--- src/rtl/forward_mux_skid_if.sv ---
// forward_mux_skid_if: operand handshake bundle for forward_mux_skid.
//   Upstream side : Selector_i, Mux_Data_i, Valid_i -> ; <- Ready_o
//   Downstream    : <- Mux_Output_o, Valid_o, Occupancy_o, Sel_Error_o ; Ready_i ->
// modport slave  : seen by the mux/skid block itself.
// modport master : seen by whatever drives and consumes the block.
interface forward_mux_skid_if #(
    parameter int NBits   = 32,
    parameter int NInputs = 4,
    parameter int SelBits = $clog2(NInputs)
);
    logic [SelBits-1:0]       Selector_i;
    logic [NInputs*NBits-1:0] Mux_Data_i;
    logic                     Valid_i;
    logic                     Ready_o;
    logic [NBits-1:0]         Mux_Output_o;
    logic                     Valid_o;
    logic                     Ready_i;
    logic [1:0]               Occupancy_o;
    logic                     Sel_Error_o;

    modport slave (
        input  Selector_i, Mux_Data_i, Valid_i, Ready_i,
        output Ready_o, Mux_Output_o, Valid_o, Occupancy_o, Sel_Error_o
    );

    modport master (
        output Selector_i, Mux_Data_i, Valid_i, Ready_i,
        input  Ready_o, Mux_Output_o, Valid_o, Occupancy_o, Sel_Error_o
    );
endinterface

--- src/rtl/forward_mux_skid.sv ---
// forward_mux_skid: N-to-1 operand forwarding mux feeding a 2-entry skid
// buffer (head + skid) with valid/ready handshakes on both sides.
// Ports:
//   clk     - clock, all state on rising edge
//   reset   - synchronous active-high reset
//   Flush_i - drop every buffered operand (branch / exception)
//   bus     - forward_mux_skid_if.slave: selector, concatenated sources,
//             upstream valid/ready, head word, downstream valid/ready,
//             occupancy and sticky selector-error flag
// Optional: define FWD_MUX_SEL_ERROR_EN to enable the sticky Sel_Error_o
// flag; otherwise Sel_Error_o is tied to 0.
module forward_mux_skid #(
    parameter int NBits   = 32,
    parameter int NInputs = 4,
    parameter int SelBits = $clog2(NInputs)
) (
    input  logic                  clk,
    input  logic                  reset,
    input  logic                  Flush_i,
    forward_mux_skid_if.slave     bus
);
    typedef enum logic [1:0] {EMPTY = 2'd0, ONE = 2'd1, TWO = 2'd2} state_t;

    state_t             state_q, state_d;
    logic [NBits-1:0]   head_q, head_d;
    logic [NBits-1:0]   skid_q, skid_d;
    logic               ready_q, ready_d;
    logic [NBits-1:0]   sel_word;
    logic               accept, deq;

    // Out-of-range selectors fall through to source 0.
    always_comb begin
        sel_word = bus.Mux_Data_i[0 +: NBits];
        for (int k = 1; k < NInputs; k++)
            if (bus.Selector_i == SelBits'(k))
                sel_word = bus.Mux_Data_i[k*NBits +: NBits];
    end

    assign accept = bus.Valid_i && ready_q;
    assign deq    = (state_q != EMPTY) && bus.Ready_i;

    always_comb begin
        state_d = state_q;
        head_d  = head_q;
        skid_d  = skid_q;
        if (Flush_i) begin
            // Head data is left alone; it is don't-care while invalid.
            state_d = EMPTY;
            skid_d  = '0;
        end else begin
            case (state_q)
                EMPTY: if (accept) begin
                    head_d  = sel_word;
                    state_d = ONE;
                end
                ONE: begin
                    if (accept && deq) begin
                        head_d = sel_word;
                    end else if (accept) begin
                        skid_d  = sel_word;
                        state_d = TWO;
                    end else if (deq) begin
                        state_d = EMPTY;
                    end
                end
                TWO: if (deq) begin
                    head_d  = skid_q;
                    state_d = ONE;
                end
                default: state_d = EMPTY;
            endcase
        end
        // Registered ready: open whenever the skid slot will be free.
        ready_d = (state_d != TWO);
    end

    always_ff @(posedge clk) begin
        if (reset) begin
            state_q <= EMPTY;
            head_q  <= '0;
            skid_q  <= '0;
            ready_q <= 1'b0;
        end else begin
            state_q <= state_d;
            head_q  <= head_d;
            skid_q  <= skid_d;
            ready_q <= ready_d;
        end
    end

    assign bus.Ready_o      = ready_q;
    assign bus.Valid_o      = (state_q != EMPTY);
    assign bus.Mux_Output_o = head_q;
    assign bus.Occupancy_o  = state_q;

`ifdef FWD_MUX_SEL_ERROR_EN
    logic sel_err_q, sel_err_d;
    logic in_range;

    always_comb begin
        in_range = 1'b0;
        for (int k = 0; k < NInputs; k++)
            if (bus.Selector_i == SelBits'(k))
                in_range = 1'b1;
        // Flush suppresses the accept, so it cannot raise the flag either.
        sel_err_d = sel_err_q | (accept && !Flush_i && !in_range);
    end

    always_ff @(posedge clk) begin
        if (reset) sel_err_q <= 1'b0;
        else       sel_err_q <= sel_err_d;
    end

    assign bus.Sel_Error_o = sel_err_q;
`else
    assign bus.Sel_Error_o = 1'b0;
`endif
endmodule
--- src/flat_wrapper.sv ---
// flat-port wrapper written by rule: the top's interface ports become plain ports
module forward_mux_skid_flat 
#(
    parameter int NBits   = 32,
    parameter int NInputs = 4,
    parameter int SelBits = $clog2(NInputs)
)
  (clk, reset, Flush_i, bus_Selector_i, bus_Mux_Data_i, bus_Valid_i, bus_Ready_i, bus_Ready_o, bus_Mux_Output_o, bus_Valid_o, bus_Occupancy_o, bus_Sel_Error_o);
  forward_mux_skid_if #(.NBits(NBits), .NInputs(NInputs), .SelBits(SelBits)) bus_i ();
  input  logic clk;
  input  logic reset;
  input  logic Flush_i;
  input wire logic [$bits(bus_i.Selector_i)-1:0] bus_Selector_i;
  input wire logic [$bits(bus_i.Mux_Data_i)-1:0] bus_Mux_Data_i;
  input wire logic [$bits(bus_i.Valid_i)-1:0] bus_Valid_i;
  input wire logic [$bits(bus_i.Ready_i)-1:0] bus_Ready_i;
  output wire logic [$bits(bus_i.Ready_o)-1:0] bus_Ready_o;
  output wire logic [$bits(bus_i.Mux_Output_o)-1:0] bus_Mux_Output_o;
  output wire logic [$bits(bus_i.Valid_o)-1:0] bus_Valid_o;
  output wire logic [$bits(bus_i.Occupancy_o)-1:0] bus_Occupancy_o;
  output wire logic [$bits(bus_i.Sel_Error_o)-1:0] bus_Sel_Error_o;
  assign bus_i.Selector_i = bus_Selector_i;
  assign bus_i.Mux_Data_i = bus_Mux_Data_i;
  assign bus_i.Valid_i = bus_Valid_i;
  assign bus_i.Ready_i = bus_Ready_i;
  assign bus_Ready_o = bus_i.Ready_o;
  assign bus_Mux_Output_o = bus_i.Mux_Output_o;
  assign bus_Valid_o = bus_i.Valid_o;
  assign bus_Occupancy_o = bus_i.Occupancy_o;
  assign bus_Sel_Error_o = bus_i.Sel_Error_o;
  forward_mux_skid #(.NBits(NBits), .NInputs(NInputs), .SelBits(SelBits)) u_core (.clk(clk), .reset(reset), .Flush_i(Flush_i), .bus(bus_i));
endmodule
--- config.mk ---
export PLATFORM = sky130hd
export DESIGN_NAME = forward_mux_skid_flat
export DESIGN_NICKNAME = d
export VERILOG_FILES = /design/src/rtl/forward_mux_skid_if.sv /design/src/rtl/forward_mux_skid.sv /design/src/flat_wrapper.sv
export SDC_FILE = /design/constraint.sdc
export NUM_CORES = 1
export LEC_CHECK = 0
export ABC_CLOCK_PERIOD_IN_PS = 3200
export BUFFER_PORTS_ARGS = -buffer_cell sky130_fd_sc_hd__clkbuf_2
export CAP_MARGIN = 20
export CORE_MARGIN = 3
export CORE_UTILIZATION = 50
export DETAILED_ROUTE_END_ITERATION = 6
export MAX_ROUTING_LAYER = met4
export PLACE_DENSITY = 0.95
export SYNTH_ARGS = -nofsm -noshare
export SYNTH_HDL_FRONTEND = slang
export SYNTH_SLANG_ARGS = --single-unit
--- constraint.sdc ---
create_clock -name clk -period 3.2 [get_ports clk]
set_input_delay 0.48 -clock clk [delete_from_list [all_inputs] [get_ports clk]]
set_output_delay 0.48 -clock clk [all_outputs]
set_load 0.005 [all_outputs]
==> results.yml, run 1 <==
run_status:
  status: "finished, final reports clean"
floorplan:
  die_area_sq_um: 7884
  die_y_um: 88.79
  core_sq_um: 6495
  ios: 172
  rows: 29
  die_x_um: 88.79
  start_util_pct: 52.76
timing:
  tightest_slew_ps: 897.3
  slew_viol_final: 0
  max_freq_mhz: 448.0
  rsz0062_at_grt: "false"
  skew_ps: 7.410
  slew_headroom_pct: 40.18
  fin_crit_sh_pct: 69.75
  final.setup.tns_ps: 0
  setup_viol_count_final: 0
  hold_viol: 0
  post-route-min-period_ps: 2232
synth:
  synthesis.area_sq_um: 3427
  synth_top_family_by_area: "multiplexers"
  netlist_instances: 383
  synth_compound_area_share_pct: 14.35
  yosys_warnings: 0
  synth_adder_area_share_pct: 0
  yosysUniqueCellTypes: 23
  synth-seq-area-share_pct: 39.14
  synth-simple-area-share_pct: 20.41
  ys_seq_elements: 67
  synth_xor_area_share_pct: 0
  syn_avg_cell_area_sq_um: 8.948
  synth_fp_nets: 518
  synth.area.mux_share_pct: 21.32
layout:
  drive_gt1_share_pct: 42.83
  layout_commonest_cell: "clkbuf_2"
  multi_input_area_sq_um: 1934
  diodes: 0
  final_cell_count_no_fill: 614
  filler_cell_count: 512
  regArea_sq_um: 1341
  area_delta_synth_final_pct: 30.16
  layout_common_cells: "170 x clkbuf_2, 130 x nand2_1, 67 x dfxtp_1, 37 x nor2_1"
  stdcell_area_sq_um: 4461
  layout.nets: 667
critical_path:
  worstSetupStartpointType: "flip-flop"
  arrival_ps: 2470
  ff2ff_setup_slack_ps: 970
  cp_slowest_cell: "dfxtp_1"
  crit_fanout: 64
  crit_type: "flip-flop to flip-flop"
  cpPeakStageDelay_ps: 620
  crit_chain: "or4bb_1, o41ai_4, buf_4, nor2_1, a311oi_1"
  cp_data_required_time_ps: 3440
  critical_path.endpoint_type: "flip-flop"
clocking:
  cts.clk_slew.worst_paths_ps: 70
  cts_setup_buffers: 0
  cts_tree: "built"
  cts.sinks: 67
  post_cts_resize_count: 0
  worst_skew_pair.late_latency_ps: 330
  cts-root-buf: "clkbuf_8"
  h-tree-depth: 3
  cts_hold_buf: 0
  cts_buffers: 9
  cts.path.max_buffers: 2
detailed_routing:
  antenna_left: 0
  drtIter0Drc: 236
  vias: 3544
  wl_per_cell_um: 16.46
  firstDrtPassIters: 5
  drt-total-wl_um: 10110
  remaining_drc_errors: 0
  viasPerCell: 5.772
placed_design:
  hpwl_um: 7395
  portBuffers: 170
  gp_congestion: 0.8352
  dp.cells: 598
  placedInstanceArea_sq_um: 4268
flow_run:
  drv_cap: 0
hold_path:
  hp-class: "input port to flip-flop"
global_route:
  antenna_found_initial: 0
  grt_pass1_wl_um: 15930
  grt-ovfl-total: 0
  global_route.usage.total_pct: 27.42
  grt_pass1_vias: 3544
  grt_start_max_net_pins: 65
power_and_ir_drop:
  leakage_nw: 1.880
  peakVddDrop_uv: 278.9
  p_per_area_nw_per_um2: 415.7
[per-layer routing]
layer  GRT usage (%)  share of wire [%]  wire (um)
met2           48.18                 53       5394
met4           12.09                3.5        354
met3           6.238                7.4        749
met1           29.28                 36       3608
met5               -                  0          0
[Yosys cell counts]
cell type / n / share of area [%]
or4bb_1: 1 / 0.33
buf_2: 11 / 1.6
o41ai_4: 1 / 0.80
a211oi_1: 1 / 0.22
nand4b_1: 1 / 0.26
nand2b_1: 1 / 0.18
dfxtp_1: 67 / 39
buf_1: 1 / 0.11
nor3b_2: 1 / 0.37
buf_4: 1 / 0.22
mux2i_1: 1 / 0.29
clkbuf_1: 25 / 2.7
nor2b_1: 2 / 0.37
a311oi_1: 32 / 8.2
a21oi_1: 32 / 4.7
nor2_1: 37 / 4.1
nand2_1: 130 / 14
conb_1: 1 / 0.11
mux4_2: 32 / 21
o21a_1: 1 / 0.22
or3b_2: 1 / 0.26
o22a_1: 1 / 0.26
or2_2: 2 / 0.37
[state kept, by name (all words and copies together) (netlist names)]
name,flops
u_core.bus.Mux_Output_o,32
u_core.bus.Occupancy_o,2
u_core.bus.Ready_o,1
u_core.skid_q,32
[metrics by stage]
stage	setup slack (ps)	util [%]	total power [W]	hold WS (ps)
after floorplan	1463	-	0.001064	436.6
after global placement	1040	65.71	0.001187	441.6
after detailed placement	932.4	65.71	0.001202	446.5
after CTS	985.2	68.68	0.001869	428.6
after global routing	779.4	68.68	0.001939	457.5
final	968.0	68.68	0.001854	443.7
[final timing paths]
check                                                from                    endpoint  depth (start not counted)
worst max-delay path            u_core.bus.Occupancy_o[1]  u_core.bus.Mux_Output_o[7]                          5
worst min-delay path                          bus_Ready_i          u_core.bus.Ready_o                          3
worst max register to register  u_core.bus.Occupancy_o[1]  u_core.bus.Mux_Output_o[7]                          5
worst min register to register          u_core.skid_q[24]           u_core.skid_q[24]                          2
[critical path: cells and delay by family (launching register included)]
kind	cells	cell delay [ps]
flops	1	620
simple gates	2	570
buf+inv	1	560
compound gates	2	350
[power breakdown]
part	internal, W	switching, W	total (W)
combinational	0.000171	0.000140	0.000311
sequential	0.000858	0.0000140	0.000872
clock	0.000356	0.000315	0.000671
[kinds of logic (layout without fill, tap and decap cells)]
| family | after synthesis | count (layout) |
|---|---|---|
| compound gates | 68 | 68 |
| buf+inv | 38 | 192 |
| flops | 67 | 67 |
| mux | 33 | 33 |
| other cells | 1 | 1 |
| simple gates | 176 | 176 |
[area by class of cell]
class | count | share of cell area (%)
multi-input cells | 278 | 43.37
flip-flops and latches | 67 | 30.07
repair buffers | 176 | 20.08
clock buffers | 9 | 2.777
well taps | 77 | 2.160
clock inverters | 7 | 1.543
Note: power is estimated with default switching activity, not from simulation.
==> inputs of run 2 (changes only) <==
ABC_AREA = 1   (was not set)
ABC_CLOCK_PERIOD_IN_PS = 2100   (was 3200)
PLACE_DENSITY = 0.94   (was 0.95)
clock period = 2.1 ns   (was 3.2 ns; I/O delays follow)
==> run 2 against run 1 <==
Compared with the run above: clock skew grew 2.3 ps; global-route usage shrank 3.6 points; first-iteration DRC count fell by 3.0%; critical path type unchanged; largest power group unchanged.
==> results.yml, run 2 <==
critical_path:
  crit_chain: "nor2_1, nand2_1, nand4_4, buf_4, nand2_1, nand2_1, a21oi_1"
  worstSetupStartpointType: "flip-flop"
  reg2regPathDepth: 7
  crit_fanout: 30
  crit_type: "flip-flop to flip-flop"
  cp_data_required_time_ps: 2360
  critical_path.endpoint_type: "flip-flop"
  arrival_ps: 1860
  cp_slowest_cell: "dfxtp_1"
  cpPeakStageDelay_ps: 570
  crit_top_cell: "nand2_1"
clocking:
  cts_tree: "built"
  cts_setup_buffers: 0
  cts_buffers: 9
  worst_skew_pair.late_latency_ps: 340
  post_cts_resize_count: 0
  cts_hold_buf: 0
  cts-root-buf: "clkbuf_8"
  h-tree-depth: 3
  cts.path.max_buffers: 2
  cts.clk_slew.worst_paths_ps: 70
  cts.sinks: 67
timing:
  setup_viol_count_final: 0
  rsz0062_at_grt: "false"
  post-route-min-period_ps: 1604
  timing.final.ws_setup_ps: 496.0
  max_freq_mhz: 623.5
  fin_crit_sh_pct: 76.38
  final.setup.tns_ps: 0
  slew_headroom_pct: 62.84
  slew_viol_final: 0
  tightest_slew_ps: 556.6
  skew_ps: 9.678
  hold_viol: 0
power_and_ir_drop:
  p_sw_w: 0.0008667
  swShare_pct: 30.33
  peakVddDrop_uv: 326.6
  combPwrFrac_pct: 21.3
  p_per_area_nw_per_um2: 529.9
  leakage_nw: 3.386
  seqPwrFrac_pct: 47.0
  pwr-share-clk_pct: 31.7
  p_int_w: 0.001991
layout:
  multi_input_area_sq_um: 2153
  filler_cell_count: 793
  layout.nets: 1072
  diodes: 0
  drive_gt1_share_pct: 22.29
  area_delta_synth_final_pct: 22.34
  layout_common_cells: "265 x nand2_1, 170 x clkbuf_2, 166 x inv_1, 67 x a21oi_1, 67 x dfxtp_1"
  layout_commonest_cell: "nand2_1"
  regArea_sq_um: 1341
  postLayoutCoreUtil_pct: 64.34
synth:
  synthTopCellsByCount: "266 x nand2_1, 166 x inv_1, 67 x a21oi_1, 67 x dfxtp_1, 66 x nor2_1"
  synth_top_area_cell: "dfxtp_1"
  netlist_instances: 788
  ys_seq_elements: 67
  synth_top_area_share_pct: 30.43
  synth_edf_count: 0
  yosysUniqueCellTypes: 21
  yosysMostFrequentCell: "nand2_1"
  ys.flop_type: "dfxtp_1"
  synthArstFlopShare_pct: 0
  synth_fp_nets: 923
  syn_avg_cell_area_sq_um: 5.594
  synthesis.area_sq_um: 4408
  synth-seq-area-share_pct: 30.43
  yosys_warnings: 0
  synth_area_leaders: "dfxtp_1 30%, nand2_1 23%, inv_1 14%, a21oi_1 7.6%, nand3_1 7.2%"
hold_path:
  hold_depth: 2
  hp-class: "input port to flip-flop"
floorplan:
  rows: 33
  die_x_um: 99.90
  die_area_sq_um: 9979
  start_util_pct: 52.59
  die_y_um: 99.90
  ios: 172
  core_sq_um: 8382
global_route:
  antenna_found_initial: 0
  grt_start_max_net_pins: 67
  grt_pass1_wl_um: 18980
  global_route.usage.total_pct: 23.80
  grt-ovfl-total: 0
  grt_pass1_vias: 4313
detailed_routing:
  viasPerCell: 4.705
  vias: 4926
  remaining_drc_errors: 0
  wl_per_cell_um: 11.18
  firstDrtPassIters: 5
  antenna_left: 0
  drtIter0Drc: 229
  drt-total-wl_um: 11700
run_status:
  status: "finished, final reports clean"
placed_design:
  preCtsSetupSlack_ps: 473.6
  gp_congestion: 0.8466
  portBuffers: 170
  hpwl_um: 8729
flow_run:
  drv_cap: 0
run 2: changes by cell type in the layout (fill, tap and decap cells not counted), moves of 4 or more:
cell	change
a21oi_1	+35
a311oi_1	-32
buf_4	+7
inv_1	+166
inv_2	+4
mux4_2	-32
nand2_1	+135
nand3_1	+63
nor2_1	+29
o21ai_0	+4
o21ai_1	+30
run 2: critical path: cells and delay by family (launching register included):
family / cells / cell delay [ps]
AOI/OAI and AO/OA: 1 / 150
buffers and inverters: 1 / 270
DFF: 1 / 570
and+or+nand+nor: 5 / 520
run 2: worst paths after layout:
path	slack, ps	from	to
worst min register to register	520	u_core.bus.Mux_Output_o[13]	u_core.bus.Mux_Output_o[13]
worst max-delay path	500	u_core.bus.Occupancy_o[1]	u_core.bus.Mux_Output_o[18]
worst max register to register	500	u_core.bus.Occupancy_o[1]	u_core.bus.Mux_Output_o[18]
worst min-delay path	220	reset	u_core.bus.Ready_o
run 2: routing by layer:
layer / vias to the layer above / GRT usage [%] / share of wire [%]
met5: - / - / 0
met4: 0 / 5.567 / 0.88
li1: 2633 / - / -
met3: 10 / 4.864 / 6.8
met1: 2106 / 29.38 / 44
met2: 177 / 40.02 / 49
run 2: through the flow:
| step | std cells | hold WS (ps) | power, W | cell area [sq um] |
|---|---|---|---|---|
| after global placement | 1031 | 503.9 | 0.001970 | 5233 |
| final | 1047 | 223.0 | 0.002858 | 5393 |
| after floorplan | 788 | 384.1 | 0.001736 | 4408 |
| after CTS | 1047 | 197.6 | 0.002887 | 5393 |
| after global routing | 1047 | 206.3 | 0.003030 | 5393 |
| after detailed placement | 1031 | 500.9 | 0.001979 | 5233 |
run 2: final cells by class:
cell class | instances | share of cell area [%]
Multi-Input combinational cell | 505 | 39.93
Sequential cell | 67 | 24.87
Timing Repair Buffer | 184 | 17.96
Inverter | 170 | 11.83
Tap cell | 105 | 2.436
Clock buffer | 10 | 2.367
Clock inverter | 6 | 0.6032
run 2: cells by family (layout without fill, tap and decap cells):
logic type      Yosys count  in the layout  share of synthesized area, %
flops                    67             67                         30.43
compound gates          103            103                         11.84
buf+inv                 216            370                         20.78
simple gates            401            401                         36.87
other cells               1              1                       0.08507
run 2: power groups by stage:
stage               logic [W]  clock network, W  registers [W]
floorplan            0.000367                 0        0.00137
global placement     0.000600                 0        0.00137
detailed placement   0.000608                 0        0.00137
CTS                  0.000612          0.000933        0.00134
global route         0.000699          0.000984        0.00135
finish               0.000610          0.000906        0.00134
==> inputs of run 3 (changes only) <==
ABC_AREA = 0   (was 1)
ABC_CLOCK_PERIOD_IN_PS = 1400   (was 2100)
CORE_UTILIZATION = 42   (was 50)
PLACE_DENSITY = 0.89   (was 0.94)
clock period = 1.4 ns   (was 2.1 ns; I/O delays follow)
==> run 3 against run 2 <==
Compared with the run above: clock skew is 1.2 ps lower; core utilization is 0.45 points higher; non-clock buffer count is 25 higher; largest power group unchanged; highest routed layer unchanged; first-iteration DRC count is 1.7% lower; sequential cell count stayed put; the run now ends with negative setup slack left.
==> results.yml, run 3 (synthesis gave the netlist of run 1 again) <==
critical_path:
  crit_type: "flip-flop to flip-flop"
  critPathTopFamily: "simple AND/OR/NAND/NOR gates"
  crit_fanout: 13
  worst-path-buf-inv: 2
  critical_path.endpoint_type: "flip-flop"
  cpPeakStageDelay_ps: 520
  crit_chain: "or4bb_1, o41ai_4, buf_6, buf_12, nor2_1, a311oi_1"
  worstSetupStartpointType: "flip-flop"
  cp_data_required_time_ps: 1650
  arrival_ps: 1930
  cp_slowest_cell: "or4bb_1"
detailed_routing:
  firstDrtPassIters: 5
  drtIter0Drc: 225
  drt-total-wl_um: 12100
  vias: 3787
  remaining_drc_errors: 0
  antenna_left: 0
  wl_per_cell_um: 18.03
  viasPerCell: 5.644
layout:
  filler_cell_count: 649
  layout.nets: 701
  diodes: 0
  layout_common_cells: "170 x clkbuf_2, 123 x nand2_1, 65 x dfxtp_1, 34 x nor2_1"
  stdcell_area_sq_um: 5059
  area_delta_synth_final_pct: 47.61
  drive_gt1_share_pct: 49.91
  layout_commonest_cell: "clkbuf_2"
global_route:
  global_route.usage.total_pct: 25.47
  grt_pass1_vias: 3706
  grt_pass1_wl_um: 17380
  grt_start_max_net_pins: 33
  antenna_found_initial: 0
  grt-ovfl-total: 0
floorplan:
  die_y_um: 96.33
  die_area_sq_um: 9279
  rows: 32
  die_x_um: 96.33
  ios: 172
  start_util_pct: 43.89
  core_sq_um: 7807
placed_design:
  gp_congestion: 0.7750
  portBuffers: 170
  preCtsSetupSlack_ps: -254.2
  hpwl_um: 7864
  placedInstanceArea_sq_um: 4523
clocking:
  h-tree-depth: 3
  cts_buffers: 9
  cts.path.max_buffers: 2
  cts.sinks: 67
  cts.clk_slew.worst_paths_ps: 70
  cts-root-buf: "clkbuf_8"
  cts_hold_buf: 0
  worst_skew_pair.late_latency_ps: 340
  cts_tree: "built"
timing:
  slew_viol_final: 0
  post-route-min-period_ps: 1682
  timing.final.ws_setup_ps: -281.8
  hold_viol: 0
  skew_ps: 8.473
  max_freq_mhz: 594.6
  setup_viol_count_final: 67
  fin_crit_sh_pct: 120.1
  rsz0062_at_grt: "true"
power_and_ir_drop:
  peakVddDrop_uv: 424.9
  leakage_nw: 2.145
  total_power_w: 0.004296
  p_per_area_nw_per_um2: 849.3
run_status:
  status: "finished with violations"
  violations: "negative setup slack"
flow_run:
  drv_cap: 0
hold_path:
  hp-class: "input port to flip-flop"
[run 3: repair_timing]
action                     4_1_cts  5_1_grt
pin swaps                       14        8
hold endpoints to repair         0        0
resized for setup               24       12
buffers inserted                 9        2
cloned                           6        3
setup endpoints to repair       65       68
[run 3: cell type report]
cell class | count | area, sq um | share of cell area [%]
Clock buffer | 12 | 166.4 | 3.290
Clock inverter | 2 | 10.01 | 0.1979
Multi-Input combinational cell | 279 | 2019 | 39.92
Sequential cell | 67 | 1349 | 26.66
Tap cell | 102 | 127.6 | 2.523
Timing Repair Buffer | 209 | 1386 | 27.41
[run 3: path summary, 6_finish.rpt]
check,from,endpoint,slack (ps),cells after the start
max reg2reg,u_core.bus.Occupancy_o[0],u_core.bus.Mux_Output_o[22],-280,6
min reg2reg,u_core.skid_q[13],u_core.skid_q[13],460,2
min,reset,u_core.bus.Ready_o,90,2
max,u_core.bus.Occupancy_o[0],u_core.bus.Mux_Output_o[22],-280,6
[run 3: routing by layer]
metal  track usage, %  part of all wire (%)  up-vias
met5                -                     0        -
met4            11.80                   3.4        0
met3            4.926                   7.8       41
met2            43.76                    52      202
met1            28.49                    37     1814
li1                 -                     -     1730
[run 3: metrics by stage]
step | cells | util, % | TNS [ps] | hold slack (ps)
finish | 671 | 64.79 | -11520 | 85.63
global route | 671 | 64.79 | -14120 | 94.15
CTS | 668 | 63.75 | -11910 | 79.58
detailed placement | 639 | 57.93 | -7256 | 435.3
global placement | 639 | 57.93 | -4472 | 442.1
floorplan | 383 | - | -3748 | 330.6
[run 3: where the power goes]
part / internal [W] / switching (W)
Sequential: 0.00196 / 0.0000298
Combinational: 0.000464 / 0.000367
Clock: 0.000775 / 0.000703
